[src/rtl/mult_pkg.sv]
// Shared types for the sequential shift-and-add multiplier.
// Holds the FSM state encoding and the supported width limit.
package mult_pkg;

  localparam int MULT_MAX_WIDTH = 32;

  typedef enum logic [1:0] {
    IDLE = 2'd0,
    BUSY = 2'd1,
    DONE = 2'd2
  } mult_state_e;

endpackage

[src/rtl/ripple_add.sv]
// WIDTH-bit ripple-carry adder with carry out, carry in tied to zero.
// Used once per iteration to fold the multiplicand into the high half.
module ripple_add
  import mult_pkg::*;
#(
  parameter int WIDTH = 8
) (
  input  logic [WIDTH-1:0] a,
  input  logic [WIDTH-1:0] b,
  output logic [WIDTH-1:0] sum,
  output logic             cout
);

  logic [WIDTH:0] c;

  assign c[0] = 1'b0;

  for (genvar i = 0; i < WIDTH; i++) begin : g_fa
    assign sum[i]   = a[i] ^ b[i] ^ c[i];
    assign c[i+1]   = (a[i] & b[i]) | (c[i] & (a[i] ^ b[i]));
  end

  assign cout = c[WIDTH];

endmodule

[src/rtl/seq_shift_add_mult.sv]
// Sequential shift-and-add multiplier, one iteration per operand bit.
// Define MULT_SIGNED_EN for two's complement operands and product.
module seq_shift_add_mult
  import mult_pkg::*;
#(
  parameter int WIDTH = 8,
  parameter int CNT_W = $clog2(WIDTH + 1)
) (
  input  logic               clk,
  input  logic               rst,
  input  logic               in_valid,
  output logic               in_ready,
  input  logic [WIDTH-1:0]   a,
  input  logic [WIDTH-1:0]   b,
  output logic               out_valid,
  input  logic               out_ready,
  output logic [2*WIDTH-1:0] p,
  output logic               busy
);

  mult_state_e        state_q;
  logic [WIDTH-1:0]   mcand_q;
  logic [2*WIDTH-1:0] prod_q;
  logic [2*WIDTH-1:0] prod_nxt;
  logic [2*WIDTH-1:0] p_q;
  logic [2*WIDTH-1:0] result;
  logic [CNT_W-1:0]   cnt_q;
  logic [WIDTH-1:0]   addend;
  logic [WIDTH-1:0]   sum;
  logic               cout;
  logic [WIDTH-1:0]   a_mag;
  logic [WIDTH-1:0]   b_mag;
  logic               last;

  assign addend = prod_q[0] ? mcand_q : '0;

  ripple_add #(
    .WIDTH (WIDTH)
  ) u_add (
    .a    (prod_q[2*WIDTH-1:WIDTH]),
    .b    (addend),
    .sum  (sum),
    .cout (cout)
  );

  // Carry lands in the top bit so the shifted product never overflows.
  assign prod_nxt = {cout, sum, prod_q[WIDTH-1:1]};
  assign last     = (cnt_q == CNT_W'(WIDTH - 1));

`ifdef MULT_SIGNED_EN
  logic neg_q;

  // -2^(W-1) negates to itself, which reads correctly as an unsigned magnitude.
  assign a_mag  = a[WIDTH-1] ? -a : a;
  assign b_mag  = b[WIDTH-1] ? -b : b;
  assign result = neg_q ? -prod_nxt : prod_nxt;

  always_ff @(posedge clk or posedge rst) begin
    if (rst) begin
      neg_q <= 1'b0;
    end else if (state_q == IDLE && in_valid) begin
      neg_q <= a[WIDTH-1] ^ b[WIDTH-1];
    end
  end
`else
  assign a_mag  = a;
  assign b_mag  = b;
  assign result = prod_nxt;
`endif

  always_ff @(posedge clk or posedge rst) begin
    if (rst) begin
      state_q <= IDLE;
      mcand_q <= '0;
      prod_q  <= '0;
      cnt_q   <= '0;
      p_q     <= '0;
    end else begin
      unique case (state_q)
        IDLE: begin
          if (in_valid) begin
            mcand_q <= a_mag;
            prod_q  <= {{WIDTH{1'b0}}, b_mag};
            cnt_q   <= '0;
            state_q <= BUSY;
          end
        end
        BUSY: begin
          prod_q <= prod_nxt;
          cnt_q  <= cnt_q + CNT_W'(1);
          if (last) begin
            p_q     <= result;
            state_q <= DONE;
          end
        end
        DONE: begin
          if (out_ready) begin
            state_q <= IDLE;
          end
        end
        default: state_q <= IDLE;
      endcase
    end
  end

  assign in_ready  = (state_q == IDLE);
  assign busy      = (state_q == BUSY);
  assign out_valid = (state_q == DONE);
  assign p         = p_q;

endmodule

[config.mk]
export PLATFORM = sky130hd
export DESIGN_NAME = seq_shift_add_mult
export DESIGN_NICKNAME = d
export VERILOG_FILES = /design/src/rtl/mult_pkg.sv /design/src/rtl/ripple_add.sv /design/src/rtl/seq_shift_add_mult.sv
export SDC_FILE = /design/constraint.sdc
export NUM_CORES = 1
export LEC_CHECK = 0
export ABC_AREA = 1
export BUFFER_PORTS_ARGS = -buffer_cell sky130_fd_sc_hd__buf_2
export CORE_MARGIN = 1
export CORE_UTILIZATION = 50
export CTS_CLUSTER_SIZE = 28
export DETAILED_ROUTE_END_ITERATION = 10
export PLACE_DENSITY = 0.85
export SYNTH_ARGS = -nofsm -noshare
export SYNTH_HDL_FRONTEND = slang
export SYNTH_SLANG_ARGS = --single-unit
[constraint.sdc]
create_clock -name clk -period 3.4 [get_ports clk]
set_input_delay 0.34 -clock clk [delete_from_list [all_inputs] [get_ports clk]]
set_output_delay 0.34 -clock clk [all_outputs]
set_load 0.1 [all_outputs]
# ---- After elaboration in Yosys (flattened, before gate mapping)
# Cells that the tools add are included.
dict set report word_totals {
  ff_bits 46
  out_inout_bits 19
  word_cells 64
}
dict set report op_classes {
  add_sub_neg 1
  n_eq_ne 6
  n_mux 9
  bitwise_logic 37
  reduce_logical 6
}
# op n
set op_table {}
lappend op_table {{one-hot mux 16 bit (2 select lines)} 1}
lappend op_table {{2-to-1 mux 16 bit} 1}
lappend op_table {{AND 1 bit} 15}
lappend op_table {{XOR 1 bit} 15}
lappend op_table {{2-to-1 mux 8 bit} 1}
lappend op_table {{one-hot mux 4 bit (2 select lines)} 1}
lappend op_table {{bitwise OR 1 bit} 7}
lappend op_table {{2-to-1 mux 2 bit} 3}
lappend op_table {{one-hot mux 2 bit (3 select lines)} 1}
lappend op_table {{AND reduction 2 bit} 3}
lappend op_table {{adder 4 x 1 -> 4 bit, second input constant} 1}
lappend op_table {{== test 4 x 3 -> 1 bit, second input constant} 1}
lappend op_table {{2-to-1 mux 4 bit} 1}
lappend op_table {{inequality test 2 x 1 -> 1 bit, second input constant} 2}
lappend op_table {{AND reduction 3 bit} 1}
lappend op_table {{== test 2 x 1 -> 1 bit, second input constant} 1}
lappend op_table {{== test 2 bit, second input constant} 1}
lappend op_table {{logical NOT 2 bit} 1}
lappend op_table {{inequality test 2 bit, second input constant} 1}
lappend op_table {{nonzero test 2 bit} 1}

# ---- Longest topological paths before layout
dict set report logic_depth {
  ltp_word 17
  depth_mapped 17
}

# ---- By module
# From an unflattened synthesis, not the netlist that was laid out.
dict set report unflattened {
  hier_cells 267
  area_unflattened_um2 2179.6
}
# mod instances cells_per_inst area_per_inst_um2 seq_area_each_um2
set modules_own_cells {}
lappend modules_own_cells {seq_shift_add_mult 1 249 1989.4 1151.1}
lappend modules_own_cells {ripple_add 1 18 190.2 0.0}

# ---- Worst setup path before layout
# No wires, ideal clock.
dict set report synth_path {
  kind {flip-flop to flip-flop}
  from {register prod_q[0]}
  to {register p_q[14] (netlist: p[14])}
  setup_ns 0.120
  t_arrival_ns 3.328
  path_slack_ns -0.048
  path_stages_with_launch 18
  n_path_buf 1
  cell_sequence {dfrtp_1 -> clkbuf_1 -> nand2_1 -> inv_1 -> ha_1 -> fa_1 -> inv_1 -> fa_1 -> fa_1 -> inv_1 -> fa_1 -> inv_1 -> fa_1 -> fa_1 -> fa_1 -> inv_1 -> nand2_1 -> nand2_1}
}
dict set report synth_via {
  elab_chain_len 15
  word_cells_on_any_way 28
  cone_classes {1 x mux; 27 x bitwise}
}
# element line
set synth_rtl {}
lappend synth_rtl {{start, declared} seq_shift_add_mult.sv:23} ;# logic [2*WIDTH-1:0] prod_q;
lappend synth_rtl {{start signal, assigned} seq_shift_add_mult.sv:83} ;# prod_q <= {{WIDTH{1'b0}}, b_mag};
lappend synth_rtl {{start signal, assigned} seq_shift_add_mult.sv:89} ;# prod_q <= prod_nxt;
lappend synth_rtl {{2-to-1 mux 8 bit *} seq_shift_add_mult.sv:35} ;# assign addend = prod_q[0] ? mcand_q : '0;
lappend synth_rtl {{AND 1 bit / XOR 1 bit (equally long branches)} ripple_add.sv:20} ;# assign c[i+1] = (a[i] & b[i]) | (c[i] & (a[i] ^ b[i]));
lappend synth_rtl {{AND 1 bit} ripple_add.sv:20}
lappend synth_rtl {{bitwise OR 1 bit} ripple_add.sv:20}
lappend synth_rtl {{AND 1 bit} ripple_add.sv:20}
lappend synth_rtl {{bitwise OR 1 bit} ripple_add.sv:20}
lappend synth_rtl {{AND 1 bit} ripple_add.sv:20}
lappend synth_rtl {{bitwise OR 1 bit} ripple_add.sv:20}
lappend synth_rtl {{AND 1 bit} ripple_add.sv:20}
lappend synth_rtl {{bitwise OR 1 bit} ripple_add.sv:20}
lappend synth_rtl {{AND 1 bit} ripple_add.sv:20}
lappend synth_rtl {{bitwise OR 1 bit} ripple_add.sv:20}
lappend synth_rtl {{AND 1 bit} ripple_add.sv:20}
lappend synth_rtl {{bitwise OR 1 bit} ripple_add.sv:20}
lappend synth_rtl {{XOR 1 bit *} ripple_add.sv:19} ;# assign sum[i] = a[i] ^ b[i] ^ c[i];
lappend synth_rtl {{end signal, assigned} seq_shift_add_mult.sv:92} ;# p_q <= result;
lappend synth_rtl {{end, declared} seq_shift_add_mult.sv:25} ;# logic [2*WIDTH-1:0] p_q;
# Mark *: on every way between the ends. The rest lies on a longest branch, timed or not.
# A chain may end at the register's enable or synchronous reset.

# ---- Worst setup path after layout
# Same ends and word-level chain as after synthesis.

==> flow_summary_export.csv <==
group,metric,value,unit
worst_setup_path,slowest_stage,"fa_1",
floorplanning,start_util,0.535,
run_status,outcome,"complete, no violations",
timing,slew_headroom,0.624,
clocking,clock-root-buffer,"clkbuf_8",
clocking,insertion_delay,0.30,ns
clocking,cts_tree,"yes",
worst_setup_path,r2r-end,"p[14]",
worst_setup_path,critPathBufInv,5,
global_route,grt_pass1_wl,7.23,mm
synthesis,synth-seq-cells,46,
synthesis,netlist_instances,258,
synthesis,syn-cell-area,2190,sq um
synthesis,yosysMostFrequentCell,"nand2_1",
timing,drv_slew,0,
timing,grt_setup_unrepaired,"true",
synthesis,synth_enable_flop_cells,0,
worst_setup_path,arrival,3.43,ns
clocking,clock_sinks,46,
placement,placed_cell_area,2400,sq um
synthesis,yosysTopAreaCell,"dfrtp_1",
worst_setup_path,cp.required,3.60,ns
worst_setup_path,critPathLaunchType,"flip-flop",
worst_setup_path,end_kind,"flip-flop",
finish,nNetsFinal,328,
drt,postRouteAntennaNets,0,
global_route,gr-total-overflow,0,
drt,drt_wl_total,4.37,mm
clocking,htree_num_levels,2,
clocking,cts_made_buffers,5,
worst_setup_path,path_class,"reg -> reg",
synthesis,synth_nets,287,
floorplanning,dieWidth,68.1,microns
finish,diodes,0,
synthesis,synth_area_leaders,"dfrtp_1 53%, nand2_1 23%, fa_1 6.4%",
hold_path,hp-class,"in -> async",
drt,dr.pass1.iters,4,
timing,tightest_slew,0.564,ns
worst_setup_path,rrSetupSlack,0.17,ns
drt,dr_total_vias,1715,
finish,area_growth,14.5,%
global_route,antenna_found_initial,0,
placement,dp_hpwl,2.98,mm
floorplanning,num_rows,23,
timing,hold_viol,0,
synthesis,synth_top_area_share,0.527,
placement,portBuffers,38,
global_route,grt_use_total,0.221,
synthesis,synthDistinctLibCells,22,
clocking,clk_pin_slew,0.08,ns
floorplanning,fp.dieArea,4640,sq um
finish,final_cell_area,2500,sq um
drt,dr.first_iter.drc_count,138,
worst_setup_path,worstPathCellList,"nand2_1 -> inv_1 -> ha_1 -> fa_2 -> inv_1 -> fa_2 -> fa_2 -> inv_2 -> fa_1 -> inv_1 -> fa_2 -> fa_2 -> fa_1 -> inv_1 -> nand2_1 -> nand2_1",
clocking,postCtsHoldBufs,0,
global_route,grt_max_degree,47,
global_route,grt_pass1_vias,1591,
timing,final-setup-viol-count,0,
finish,final_util,0.613,
worst_setup_path,r2r_start,"prod_q[0]",
timing,max_freq,0.310,GHz
worst_setup_path,slowest_delay,0.53,ns
drt,via_per_inst,4.91,
synthesis,synthTopCellsByCount,"132 x nand2_1, 46 x dfrtp_1, 20 x inv_1",
drt,routedWlPerCell,12.5,microns
floorplanning,die_y,68.1,microns
worst_setup_path,crit_fanout,2,
clocking,clockBufferDepth,2,
synthesis,seq_area_frac_synth,0.527,
worst_setup_path,r2r_cells,16,
flow_run,maxCapViolations,0,
worst_setup_path,crit_top_cell,"fa_2",
timing,finClkSkew,0.00321,ns
floorplanning,io_pins,39,
synthesis,ys.flop_type,"dfrtp_1",
worst_setup_path,cpLargestDelayFamily,"adder cells",
drt,drc,0,
finish,drive_gt1_frac,0.207,
timing,timing.hold.ws,0.162,ns
synthesis,synth_warnings,0,
floorplanning,core_area,4090,sq um
synthesis,synthArstFlopShare,1.00,
placement,gp_congestion,0.786,
timing,min_period_over_period,0.950,
timing,period_needed,3.23,ns
synthesis,avgSynthCellArea,8.47,sq um
==> per-layer routing <==
layer  GRT usage  wire, microns  up-vias
met3      0.0517            179        7
met2       0.338           2070       43
met5           0              0        -
li1            -              -      867
met4       0.109             85        0
met1       0.293           2030      798
==> kinds of logic (layout without fill, tap and decap cells) <==
group                    after synthesis  after routing  share of synthesized area
flip-flops                            46             46                      0.527
AND/OR/NAND/NOR                      160            160                      0.301
buffers and inverters                 31             72                     0.0670
AO/OA/AOI/OAI                         12             12                     0.0303
adder cells (fa/ha/maj)                9              9                     0.0756
==> tightest hold or removal path: stages <==
cell      delay (ns)
buf_2           0.10
clkinv_1        0.03
buf_4           0.45
==> registers in the layout, indices dropped and copies added (netlist names) <==
register,flops
cnt_q,4
state_q,2
mcand_q,8
prod_q,16
p,16
==> area by class of cell <==
cell class                 instances  area, sq um
inverter                          22         85.1
timing repair buffer              43          228
fill                             360         1580
tap                               50         62.6
multi-input combinational        181          901
clock buffer                       7         76.3
sequential                        46         1150
==> how the worst max path moves through the flow <==
stage | cells after the start | slack, ns | start | end
after floorplan | 17 | 0.04 | prod_q[0] | p[14]
after global placement | 16 | 0.09 | prod_q[0] | p[14]
after detailed placement | 16 | -0.02 | prod_q[0] | p[14]
after CTS | 16 | 0.02 | prod_q[0] | p[14]
after global routing | 16 | -0.02 | prod_q[0] | p[14]
final | 16 | 0.17 | prod_q[0] | p[14]
==> placed cells by master (no fill, tap or decap), drive strengths merged <==
master / netlist / routed
nand4: 1 / 1
nor2: 5 / 5
clkinv: 1 / 2
nand3: 19 / 19
clkbuf: 1 / 7
ha: 2 / 2
nand2: 135 / 135
fa: 7 / 7
o31ai: 1 / 1
buf: 8 / 43
o21ai: 11 / 11
dfrtp: 46 / 46
inv: 21 / 20
==> per-stage QoR <==
| stage | TNS, ns | setup WS (ns) | std cells |
|---|---|---|---|
| final | 0 | 0.170 | 349 |
| after CTS | 0 | 0.0174 | 349 |
| after floorplan | 0 | 0.0433 | 258 |
| after global placement | 0 | 0.0906 | 340 |
| after global routing | -0.0173 | -0.0173 | 349 |
| after detailed placement | -0.0185 | -0.0185 | 340 |
==> what timing repair did <==
action / CTS / global route
buffers inserted: 2 / 0
gates resized for setup: 0 / 6
endpoints found under the setup margin: 1 / 4
endpoints found under the hold margin: 0 / 0
pin swaps: 0 / 1
Power is not shown: default switching activity piles up to over one toggle a cycle in this logic, so the estimate is an artifact.
